File: src/rtl/alu_slice_unop.sv
// Slice-serial unary ALU: CPL/NEG/INC/DEC/PASS on a WIDTH-bit operand,
// SLICE bits per cycle LSB first, with Z/N/H/C flags and start/busy/done.
module alu_slice_unop #(
   parameter int WIDTH = 8,
   parameter int SLICE = 4
) (
   input  logic             clk,
   input  logic             reset,
   input  logic             start,
   input  logic [2:0]       op,
   input  logic [WIDTH-1:0] operand,
   output logic             busy,
   output logic             done,
   output logic [WIDTH-1:0] result,
   output logic             zero,
   output logic             neg,
   output logic             half,
   output logic             carry
);

   localparam int NS = WIDTH / SLICE;
   localparam int KW = (NS > 1) ? $clog2(NS) : 1;

   generate
      if (SLICE < 1 || SLICE > WIDTH || (WIDTH % SLICE) != 0) begin : g_bad_cfg
         $error("alu_slice_unop: WIDTH must be a multiple of SLICE and 1 <= SLICE <= WIDTH");
      end
   endgenerate

   typedef enum logic [1:0] {IDLE, RUN, FIN} state_t;

   localparam logic [2:0] OP_CPL = 3'd0;
   localparam logic [2:0] OP_NEG = 3'd1;
   localparam logic [2:0] OP_INC = 3'd2;
   localparam logic [2:0] OP_DEC = 3'd3;

   state_t                 state;
   logic [2:0]             op_q;
   logic [WIDTH-1:0]       src;
   logic [WIDTH-1:0]       acc;
   logic                   chain;
   logic                   half_s;
   logic [KW-1:0]          k;

   logic [SLICE-1:0]       b;
   logic [SLICE:0]         sum;
   logic                   first;
   logic                   last;
   logic                   cin;
   logic                   cout;
   logic                   sflag;
   logic [WIDTH+SLICE-1:0] cat;
   logic [WIDTH-1:0]       acc_nxt;

   // DEC is b + all-ones with the inverted borrow as carry-in, so slice 0 takes 0.
   // Flags report carry for INC and borrow (inverted adder carry) for NEG/DEC.
   always_comb begin
      b     = src[SLICE-1:0];
      first = (k == '0);
      last  = (k == KW'(NS - 1));
      cin   = first ? (op_q != OP_DEC) : chain;
      sum   = '0;
      case (op_q)
         OP_CPL:  sum = {1'b0, ~b};
         OP_NEG:  sum = {1'b0, ~b} + (SLICE+1)'(cin);
         OP_INC:  sum = {1'b0, b} + (SLICE+1)'(cin);
         OP_DEC:  sum = {1'b0, b} + {1'b0, {SLICE{1'b1}}} + (SLICE+1)'(cin);
         default: sum = {1'b0, b};
      endcase
      cout = sum[SLICE];
      case (op_q)
         OP_INC:         sflag = cout;
         OP_NEG, OP_DEC: sflag = ~cout;
         default:        sflag = 1'b0;
      endcase
      cat     = {sum[SLICE-1:0], acc};
      acc_nxt = cat[WIDTH+SLICE-1:SLICE];
   end

   always_ff @(posedge clk) begin
      if (reset) begin
         state  <= IDLE;
         busy   <= 1'b0;
         done   <= 1'b0;
         result <= '0;
         zero   <= 1'b0;
         neg    <= 1'b0;
         half   <= 1'b0;
         carry  <= 1'b0;
         k      <= '0;
         op_q   <= '0;
         src    <= '0;
         acc    <= '0;
         chain  <= 1'b0;
         half_s <= 1'b0;
      end else begin
         case (state)
            RUN: begin
               src   <= src >> SLICE;
               acc   <= acc_nxt;
               chain <= cout;
               if (first) half_s <= sflag;
               if (last) begin
                  state  <= FIN;
                  busy   <= 1'b0;
                  done   <= 1'b1;
                  result <= acc_nxt;
                  zero   <= (acc_nxt == '0);
                  carry  <= sflag;
                  half   <= first ? sflag : half_s;
                  neg    <= (op_q == OP_CPL) || (op_q == OP_NEG) || (op_q == OP_DEC);
                  k      <= '0;
               end else begin
                  k <= k + 1'b1;
               end
            end
            default: begin
               done <= 1'b0;
               if (start) begin
                  op_q  <= op;
                  src   <= operand;
                  acc   <= '0;
                  k     <= '0;
                  busy  <= 1'b1;
                  state <= RUN;
               end else begin
                  state <= IDLE;
               end
            end
         endcase
      end
   end

endmodule

File: config.mk
export PLATFORM = sky130hd
export DESIGN_NAME = alu_slice_unop
export DESIGN_NICKNAME = d
export VERILOG_FILES = /design/src/rtl/alu_slice_unop.sv
export SDC_FILE = /design/constraint.sdc
export NUM_CORES = 1
export LEC_CHECK = 0
export CAP_MARGIN = 25
export CELL_PAD_IN_SITES_DETAIL_PLACEMENT = 1
export CELL_PAD_IN_SITES_GLOBAL_PLACEMENT = 2
export CORE_UTILIZATION = 30
export DETAILED_ROUTE_END_ITERATION = 10
export PLACE_DENSITY_LB_ADDON = 0.1
export SLEW_MARGIN = 0
export SYNTH_ARGS = -nofsm -noshare
export SYNTH_HDL_FRONTEND = slang
export SYNTH_SLANG_ARGS = --single-unit
File: constraint.sdc
create_clock -name clk -period 2.75 [get_ports clk]
set_input_delay 0.55 -clock clk [delete_from_list [all_inputs] [get_ports clk]]
set_output_delay 0.55 -clock clk [all_outputs]
set_load 0.03 [all_outputs]
==> qor.yml <==
yosys_register_bits: 34
place.gp.congestion: 0.754
setup.worst_path.class: "register to register"
ant_nets: 0
grt_max_degree: 36
tns_ps: 0
initial_core_util: 0.319
finalHoldViolCount: 0
cp.required_ps: 2930
grt_use_met1: 0.213
ir_drop_uv: 323
grt_pass1_wl_mm: 7.89
routed_via_density: 5.00
power.total_mw: 1.38
hold_buffers: 0
rows: 26
start_kind: "register"
nets: 252
die_w_um: 76.6
synth_cells: 206
syn-cell-area_um2: 1670
fin_crit_ps: 2500
grt_use_total: 0.173
cellPowerDensity_nw_per_um2: 628
grt_pass1_vias: 1604
dp_hpwl_mm: 3.40
grt-ovfl-total: 0
tightestPinTransition_ps: 717
synthToLayoutAreaGrowth_pct: 31.3
arrival_ps: 2690
p_sw_mw: 0.354
clockBufferDepth: 2
cts_tree: "yes"
yosysSeqAreaShare: 0.407
synthesis.nets: 224
core_um2: 5240
insertion_delay_ps: 290
grt_util_met2: 0.290
busiest_layer: "met2"
holdPathStages: 2
hp-start: "half_s"
clock_skew_ps: 6.58
reg2reg_slack_ps: 250
cts_root_buf: "clkbuf_8"
drv_slew: 0
seqPwrFrac: 0.395
die_h_um: 76.6
critPathLaunch: "op_q[1]"
clkTransAtPathRegs_ps: 70
status: "completed"
crit_fanout: 8
antenna_cells: 0
drive_gt1_frac: 0.119
r2r-end: "zero"
synth.distinct_cells: 39
setup_viol_count_final: 0
wl_per_cell_um: 15.6
dieArea_um2: 5870
worstSetupEndpointType: "register"
final_common_cell: "dfxtp_1"
max_freq_mhz: 400
max_cap_violations: 0
htree_num_levels: 2
hold_path.class: "register to register"
ys.warnings.count: 0
port_buffers: 27
final_cell_mix: "32 x dfxtp_1, 27 x clkdlybuf4s50_1, 26 x nand2_1"
vias: 1526
cts_sinks: 34
worst-r2r-cell-count: 9
fin_crit_sh: 0.910
r2r-start: "op_q[1]"
p_int_mw: 1.03
wl_mm: 4.76
slew_headroom: 0.522
dr.pass1.iters: 4
syn_area_per_cell_um2: 8.11
drt_iter0_markers: 89
holdPathEnd: "half"
comb_power_share: 0.188
sw_frac_of_total: 0.257
antenna_found_initial: 0
finalHoldWorstSlack_ps: 453
io_pins: 28
leakage_nw: 0.795
gr-usage-met3: 0.0323
clkPwrFrac: 0.417
numCtsBuffers: 5
drc_errors: 0
-- repair_timing --
action,4_1_cts,5_1_grt
endpoints found under the setup margin,0,2
resized for setup,0,3
setup buffers,0,2
-- synthesized netlist by cell type --
cell / number / area share
or2_1: 1 / 0.0037
nor2_1: 24 / 0.054
and3_1: 1 / 0.0037
nand2_1: 26 / 0.058
a211oi_1: 8 / 0.036
o31ai_1: 4 / 0.018
nor4_1: 2 / 0.0075
a221oi_2: 1 / 0.0090
mux2_2: 1 / 0.0067
o21ai_1: 1 / 0.0030
a21oi_1: 22 / 0.066
or2_2: 1 / 0.0037
and2_1: 1 / 0.0037
xnor2_1: 3 / 0.016
mux2i_1: 10 / 0.060
a22oi_1: 2 / 0.0090
o32ai_1: 1 / 0.0052
nor3_1: 9 / 0.027
nor2b_1: 3 / 0.011
or4b_2: 1 / 0.0060
clkbuf_1: 11 / 0.025
inv_1: 5 / 0.011
a21boi_0: 1 / 0.0045
nand2b_1: 2 / 0.0075
o21ai_0: 1 / 0.0030
buf_1: 3 / 0.0067
ha_1: 4 / 0.030
o22ai_1: 1 / 0.0037
nand4b_1: 1 / 0.0052
nand3_1: 4 / 0.012
buf_2: 4 / 0.012
nor3b_4: 1 / 0.011
or3_1: 2 / 0.0075
or4_1: 2 / 0.0090
nor3b_1: 5 / 0.022
dfxtp_1: 34 / 0.41
a32o_1: 1 / 0.0060
or2_0: 1 / 0.0037
xor2_1: 1 / 0.0052
-- power by group through the flow --
stage,combinational (mW),clock [mW],sequential [mW]
global route,0.287,0.614,0.549
finish,0.259,0.576,0.545
detailed placement,0.247,0,0.556
global placement,0.242,0,0.555
floorplan,0.161,0,0.553
CTS,0.250,0.593,0.544
-- critical path, cell delays in order (launching register included) --
cell     delay, ps
dfxtp_2        390
nor3b_4        240
xnor2_1        150
ha_1           230
ha_2           240
mux2_2         340
a21oi_1        180
xor2_1         260
nor2_1          90
a32o_1         270
-- cell families after synthesis --
| kind of cell | Yosys count | synth area share |
|---|---|---|
| mux | 11 | 0.0666 |
| simple gates | 87 | 0.257 |
| compound gates | 43 | 0.163 |
| xor+xnor | 4 | 0.0210 |
| buf+inv | 23 | 0.0546 |
| fa+ha+maj | 4 | 0.0299 |
| flops | 34 | 0.407 |
-- layer usage --
metal,wire length [um],vias to the layer above
met2,2290,22
li1,-,767
met1,2220,727
met5,0,-
met3,135,10
met4,108,0
-- final cells by class --
cell class / instances / area, um2
inverter: 5 / 18.8
multi-input combinational: 149 / 902
fill: 622 / 3040
timing repair buffer: 39 / 360
clock buffer: 6 / 82.6
tap: 70 / 87.6
sequential: 34 / 683
clock inverter: 2 / 60.1
-- worst max-delay path by stage --
stage | end | cells past startpoint
3_3_place_gp | zero | 9
3_5_place_dp | zero | 9
4_1_cts | zero | 9
6_report | zero | 9
5_1_grt | zero | 9
2_1_floorplan | zero | 11
-- stage by stage --
stage / std cells / instance area [um2] / util / setup slack (ps)
2_1_floorplan: 206 / 1670 / - / 230
3_3_place_gp: 295 / 2030 / 0.388 / 268
3_5_place_dp: 295 / 2030 / 0.388 / 154
4_1_cts: 303 / 2170 / 0.415 / 120
5_1_grt: 305 / 2190 / 0.419 / -12.4
6_report: 305 / 2190 / 0.419 / 247
-- flip-flops by register name, summed over array words and instances (netlist names), 2 cells and up --
| signal | flops |
|---|---|
| result | 8 |
| src | 8 |
| acc | 4 |
| op_q | 3 |
| state | 2 |
Note: power is estimated with default switching activity, not from simulation.
